--- config.mk ---
export PLATFORM = sky130hd
export DESIGN_NAME = dpram_copy_engine
export DESIGN_NICKNAME = d
export VERILOG_FILES = /design/src/rtl/dpram_copy_engine.sv
export SDC_FILE = /design/constraint.sdc
export NUM_CORES = 1
export LEC_CHECK = 0
export ABC_AREA = 1
export BUFFER_PORTS_ARGS = -buffer_cell sky130_fd_sc_hd__buf_2
export CAP_MARGIN = 25
export CORE_UTILIZATION = 30
export CTS_BUF_LIST = sky130_fd_sc_hd__clkbuf_8
export DETAILED_ROUTE_END_ITERATION = 7
export HOLD_SLACK_MARGIN = 0.1
export MAX_ROUTING_LAYER = met4
export PLACE_DENSITY_LB_ADDON = 0.3
export SYNTH_ARGS = -nofsm -noshare
export SYNTH_HDL_FRONTEND = slang
export SYNTH_SLANG_ARGS = --single-unit
--- constraint.sdc ---
create_clock -name clk -period 2.32 [get_ports clk]
set_clock_uncertainty 0.2 [all_clocks]
set_input_delay 0.464 -clock clk [delete_from_list [all_inputs] [get_ports clk]]
set_output_delay 0.464 -clock clk [all_outputs]
set_load 0.005 [all_outputs]
--- src/rtl/dpram_copy_engine.sv ---
// rtl/dpram_copy_engine.sv - memmove-style block copy engine driving a dual-port RAM
// Port A only reads and port B only writes. The copy direction is chosen so that a source word is never overwritten before it has been read.
module dpram_copy_engine #(
  parameter int AW = 8,
  parameter int DW = 32
) (
  input  logic          clk,
  input  logic          rstN,
  input  logic          start,
  input  logic [AW-1:0] srcAddr,
  input  logic [AW-1:0] dstAddr,
  input  logic [AW:0]   len,
  input  logic          abort,
  output logic          busy,
  output logic          done,
  output logic          aborted,
  output logic          aEn,
  output logic          aWrite,
  output logic [AW-1:0] aAddr,
  output logic [DW-1:0] aWriteData,
  input  logic [DW-1:0] aReadData,
  output logic          bEn,
  output logic          bWrite,
  output logic [AW-1:0] bAddr,
  output logic [DW-1:0] bWriteData
);

  typedef enum logic [1:0] {S_IDLE, S_RUN, S_DRAIN, S_FIN} state_t;

  localparam logic [AW-1:0] L_ONE_A = AW'(1);
  localparam logic [AW:0]   L_ONE_L = (AW+1)'(1);

  state_t        r_state;
  state_t        w_next;
  logic [AW:0]   r_len;
  logic [AW:0]   r_ridx;
  logic [AW-1:0] r_d;
  logic          r_desc;
  logic          r_aEn;
  logic [AW-1:0] r_aAddr;
  logic          r_rdValid;
  logic [AW-1:0] r_bAddr;
  logic          r_aborted;

  logic [AW-1:0] w_d;
  logic          w_desc;
  logic [AW-1:0] w_first;
  logic          w_last;

  assign w_d     = dstAddr - srcAddr;
  assign w_desc  = (w_d != '0) && ({1'b0, w_d} < len);
  assign w_first = w_desc ? (srcAddr + len[AW-1:0] - L_ONE_A) : srcAddr;
  assign w_last  = (r_ridx == (r_len - L_ONE_L));

  always_ff @(posedge clk or negedge rstN) begin
    if (!rstN) r_state <= S_IDLE;
    else       r_state <= w_next;
  end

  always_comb begin
    w_next = r_state;
    case (r_state)
      S_IDLE:  if (start) w_next = (len == '0) ? S_FIN : S_RUN;
      S_RUN:   if (abort || w_last) w_next = abort ? S_FIN : S_DRAIN;
      S_DRAIN: w_next = S_FIN;
      S_FIN:   w_next = S_IDLE;
      default: w_next = S_IDLE;
    endcase
  end

  // The write address tracks the read address one edge later, offset by the copy distance.
  always_ff @(posedge clk or negedge rstN) begin
    if (!rstN) begin
      r_len     <= '0;
      r_ridx    <= '0;
      r_d       <= '0;
      r_desc    <= 1'b0;
      r_aEn     <= 1'b0;
      r_aAddr   <= '0;
      r_rdValid <= 1'b0;
      r_bAddr   <= '0;
      r_aborted <= 1'b0;
    end else begin
      r_rdValid <= r_aEn && !abort;
      r_bAddr   <= r_aAddr + r_d;
      case (r_state)
        S_IDLE: begin
          if (start) begin
            r_len     <= len;
            r_d       <= w_d;
            r_desc    <= w_desc;
            r_aborted <= 1'b0;
            r_ridx    <= '0;
            r_aAddr   <= w_first;
            r_aEn     <= (len != '0);
          end
        end
        S_RUN: begin
          if (abort) begin
            r_aEn     <= 1'b0;
            r_aborted <= 1'b1;
          end else if (w_last) begin
            r_aEn <= 1'b0;
          end else begin
            r_ridx  <= r_ridx + L_ONE_L;
            r_aAddr <= r_desc ? (r_aAddr - L_ONE_A) : (r_aAddr + L_ONE_A);
          end
        end
        S_DRAIN: if (abort) r_aborted <= 1'b1;
        default: ;
      endcase
    end
  end

  assign busy       = (r_state == S_RUN) || (r_state == S_DRAIN);
  assign done       = (r_state == S_FIN);
  assign aborted    = done && r_aborted;
  assign aEn        = r_aEn;
  assign aWrite     = 1'b0;
  assign aAddr      = r_aAddr;
  assign aWriteData = '0;
  assign bEn        = r_rdValid;
  assign bWrite     = r_rdValid;
  assign bAddr      = r_bAddr;
  assign bWriteData = r_rdValid ? aReadData : '0;

endmodule
; ---- Word-level counts from Yosys, hierarchy flattened
; Cells that the tools add are included.
[totals]
input_bits = 61
reg_bits = 48
word_cells = 70
[classes]
reduce_logical = 18
magnitude_cmp = 1
n_addsub = 8
muxes = 23
eq_ne = 10
[ops]
columns = cell, count
row1 = $mux W8, 5
row2 = $mux W32, 1
row3 = $mux W9, 3
row4 = $pmux W9 S2, 1
row5 = $add A8 B8 Y8, 2
row6 = $pmux W8 S2, 1
row7 = $sub A8 B1 Y8 const B, 2
row8 = $add A9 B1 Y9 const B, 1
row9 = $eq A9 B9 Y1, 1
row10 = $logic_not A9 Y1, 1
row11 = $lt A8 B9 Y1, 1
row12 = $reduce_bool A9 Y1, 1
row13 = $sub A9 B1 Y9 const B, 1
row14 = $add A8 B1 Y8 const B, 1
row15 = $ne A2 B2 Y1 const B, 4
row16 = $pmux W2 S4, 1
row17 = $reduce_bool A8 Y1, 1
row18 = $sub A8 B8 Y8, 1
row19 = $mux W1, 6
row20 = $mux W2, 3
row21 = $reduce_and A3 Y1, 2
row22 = $eq A2 B2 Y1 const B, 2
row23 = $pmux W1 S2, 2
row24 = $reduce_and A2 Y1, 2
row25 = other kinds (10), 14

; ---- Longest topological paths before layout
[depth]
depth_word = 6
mapped_depth = 23
ltp_nobuf = 22

; ---- Worst setup path before layout
; OpenSTA, ideal clock, no wires.
[synth_timing]
kind = input port to flip-flop
start = input port dstAddr[0]
end = register r_aAddr[4], in the netlist aAddr[4]
setup_ns = 0.116
required_ns = 2.004
cell_stages = 20
arrival_time_ns = 2.784
path_buffers = 1
setup_slack_ns = -0.780
cell_sequence = inv_1 -> ha_1 -> inv_1 -> fa_1 -> nand3_1 -> nand3b_1 -> nand2_1 -> inv_1 -> ha_1 -> a21oi_1 -> o21ai_0 -> nand2_1 -> o211ai_1 -> nor2_1 -> clkbuf_1 -> nand3_1 -> nand2_1 -> nor2_1 -> nor2_1 -> nor2_1
[synth_via]
elab_chain_len = 6
[synth_rtl]
columns = element, line
row1 = "start, declared", 11  ; input logic [AW-1:0] dstAddr,
row2 = $sub A8 B8 Y8 (*), 50  ; assign w_d = dstAddr - srcAddr;
row3 = named net w_d[4], 45  ; logic [AW-1:0] w_d;
row4 = $lt A8 B9 Y1 / $reduce_bool A8 Y1 (equally long branches), 51  ; assign w_desc = (w_d != '0) && ({1'b0, w_d} < len);
row5 = $logic_and A1 B1 Y1 (*), 51
row6 = $mux W8 (*), 52  ; assign w_first = w_desc ? (srcAddr + len[AW-1:0] - L_ONE_A) : srcAddr;
row7 = $mux W8 (*), 88  ; if (start) begin
row8 = $pmux W8 S2 (*), 86  ; case (r_state)
row9 = "end signal, assigned", 94  ; r_aAddr <= w_first;
row10 = "end signal, assigned", 106  ; r_aAddr <= r_desc ? (r_aAddr - L_ONE_A) : (r_aAddr + L_ONE_A);
row11 = "end, declared", 40  ; logic [AW-1:0] r_aAddr;
; Mark *: on every way through the listed nets, which the timed path passes. The rest lies on a longest branch. The select of a mux whose other input is x is not followed.
; A chain may end at the register's enable or synchronous reset.

; ---- Worst setup path in the final report
[layout_timing]
start = input port srcAddr[6]
end = register r_aAddr[3], in the netlist aAddr[3]
[layout_via]
elab_chain_len = 6
[layout_rtl]
columns = element, line
row1 = "start, declared", 10  ; input logic [AW-1:0] srcAddr,
row2 = $sub A8 B8 Y8 (*), 50
row3 = named net w_d[7], 45
row4 = $lt A8 B9 Y1 / $reduce_bool A8 Y1 (equally long branches), 51
row5 = $logic_and A1 B1 Y1 (*), 51
row6 = $mux W8 (*), 52
row7 = $mux W8 (*), 88
row8 = $pmux W8 S2 (*), 86
; Marked as above.

==> impl_metrics.ini <==
[cts]
cts.sinks = 48
cts_tree = done
path_clk_slew_ps = 90
cts_max_level = 2
clk_latency_ps = 300
tritoncts.num_buffers = 5
cts-root-buf = clkbuf_8
clock_path_buffers = 2

[logic_synthesis]
avgSynthCellArea_um2 = 6.936
ys_warn_count = 0
synth-seq-cells = 48
yosysSeqAreaShare_pct = 26.16
synth_cells = 662
syn_area_um2 = 4592
synthDistinctLibCells = 39

[drt]
vias_per_cell = 4.361
wl_per_cell_um = 12.03
wl_um = 12280
first_pass_iters = 4
drc = 0
dr_total_vias = 4453
first_iter_violations = 168
antenna_left = 0

[grt]
antenna_found_initial = 0
grt-ovfl-total = 0
grt_pass1_wl_um = 19510
grt_usage_pct = 15.89
grt_pass1_vias = 3939
grt_max_degree = 36

[sta]
max_freq_ghz = 0.3664
fin_ws_ps = -409.1
final_hold_viol_count = 0
rsz0062_at_grt = true
setup_viol = 9
drv_slew = 0
fin_setup_tns_ps = -3311
fin_crit_sh_pct = 117.6
period_minus_slack_ps = 2729

[place]
dpl.cell_count = 1003
port_buffers = 114
gp_congestion = 0.8669
place.detailed.hpwl_um = 10160
pre_cts_ws_ps = -849.3

[layout]
drive_gt1_share_pct = 30.82
mostFrequentLayoutCells = nand2_1 (161), buf_2 (112), inv_1 (110)
final_common_cell = nand2_1
regArea_um2 = 1201
nets = 946
n_antenna_cell = 0
fillCellCount = 1549
area_delta_synth_final_pct = 32.83
instances_no_fill = 1021
multi_input_area_um2 = 2943

[worst_setup_path]
rr_startpoint = r_len[0]
required_ps = 2320
crit_type = primary input to flip-flop
cp-start-kind = primary input
critPathArrivalTime_ps = 2730
cp-startpoint = srcAddr[6]
cp-end-kind = flip-flop
critPathMaxFanout = 6

[die]
coreArea_um2 = 14750
initial_core_util_pct = 31.12
die_w_um = 125.7
die_h_um = 125.7
io_pins = 148
die_area_um2 = 15810
rows = 44

[flow_run]
cap_violations = 0

[pwr]
peakVddDrop_mv = 0.3149
p_leak_nw = 3.604
powerDensity_nw_per_um2 = 994.6

[run_status]
violations = negative setup slack
status = finished with violations

[worst_hold_path]
hp-start = abort
hold_class = primary input to flip-flop
[per-layer routing]
metal | vias up | routed length [um] | GRT usage, % | part of all wire (%)
li1 | 2351 | - | - | -
met1 | 1962 | 5786 | 20.36 | 47
met2 | 134 | 5775 | 26.99 | 47
met3 | 6 | 612 | 1.657 | 5.0
met4 | 0 | 106 | 3.443 | 0.86
met5 | - | 0 | - | 0
[synthesized netlist by cell type (all sizes together)]
master / instances / area share, %
a211oi: 1 / 0.16
a21boi: 1 / 0.16
a21o: 3 / 0.49
a21oi: 29 / 3.2
a31o: 1 / 0.19
a31oi: 2 / 0.27
and2: 1 / 0.14
buf: 39 / 6.6
clkbuf: 8 / 0.65
conb: 1 / 0.082
dfrtp: 48 / 26
fa: 4 / 1.7
ha: 45 / 12
inv: 123 / 10
nand2: 174 / 14
nand3: 50 / 6.0
nand3b: 2 / 0.33
nand4: 12 / 2.0
nor2: 48 / 4.4
nor3: 2 / 0.22
o211ai: 1 / 0.16
o21ai: 34 / 4.0
o21bai: 1 / 0.16
o31ai: 1 / 0.16
or2: 1 / 0.14
xnor2: 8 / 1.5
xnor3: 1 / 0.49
xor2: 21 / 4.0
[stage by stage]
step	total power (W)	util, %	cell area [um2]	hold slack, ps
2_1_floorplan	0.004182	-	4830	-31.59
3_3_place_gp	0.005300	39.09	5768	236.6
3_5_place_dp	0.005363	39.09	5768	237.5
4_1_cts	0.005988	40.71	6007	174.8
5_1_grt	0.006755	41.34	6100	187.2
6_report	0.006067	41.34	6100	176.7
[critical path, cell delays in order]
cell and delay, ps:
buf_2 100, inv_1 100, ha_4 220, a21o_1 170, nor2_1 140, nand2_1 70, nand2_1 70, nand2_2 60
inv_1 90, ha_4 200, nand4_1 140, inv_1 60, nand2_1 60, o211ai_1 90, nor2_2 230, buf_6 170
nand3_1 70, nand2_1 60, nor2_1 40, nor2_1 80, nor2_1 50
[cell families after synthesis]
| group | synth area share (%) |
|---|---|
| AND/OR/NAND/NOR | 27.58 |
| AO/OA/AOI/OAI | 8.883 |
| XOR/XNOR | 6.022 |
| other | 0.08167 |
| buffers and inverters | 17.27 |
| adder cells (fa/ha/maj) | 14.01 |
| flip-flops | 26.16 |
[power by group]
group          internal, W  total, W  switching (W)
registers          0.00120   0.00152       0.000316
logic              0.00175   0.00402        0.00227
clock network     0.000239  0.000534       0.000295
[layout make-up]
cell class                      instances  share of cell area (%)
Multi-Input combinational cell        476                   48.25
Sequential cell                        48                   19.69
Timing Repair Buffer                  182                   18.83
Inverter                              123                   7.938
Tap cell                              184                   3.774
Clock buffer                            6                   1.354
Clock inverter                          2                  0.1641
[timing repair]
action | in CTS | in global routing
hold buffers | 1 | 0
buffers inserted | 4 | 4
setup endpoints to repair | 9 | 22
endpoints found under the hold margin | 16 | 0
cloned | 1 | 0
gates resized for setup | 29 | 20
pin swaps | 24 | 18
[final timing paths]
path / end / slack (ps) / depth (start not counted)
max in group asynchronous: r_d[4] / 970 / 3
setup / recovery: aAddr[3] / -410 / 21
hold / removal: bEn / 180 / 2
hold reg to reg: r_d[6] / 300 / 2
min in group asynchronous: r_aborted / 430 / 2
setup reg to reg: aAddr[0] / 160 / 13
[state kept, by name, summed over array words and instances, names as in the netlist]
register and cells:
aAddr 8, aEn 1, bAddr 8, bEn 1, r_aborted 1, r_d 8, r_desc 1, r_len 9
r_ridx 9, r_state 2
Power figures use the tool's default switching activity.
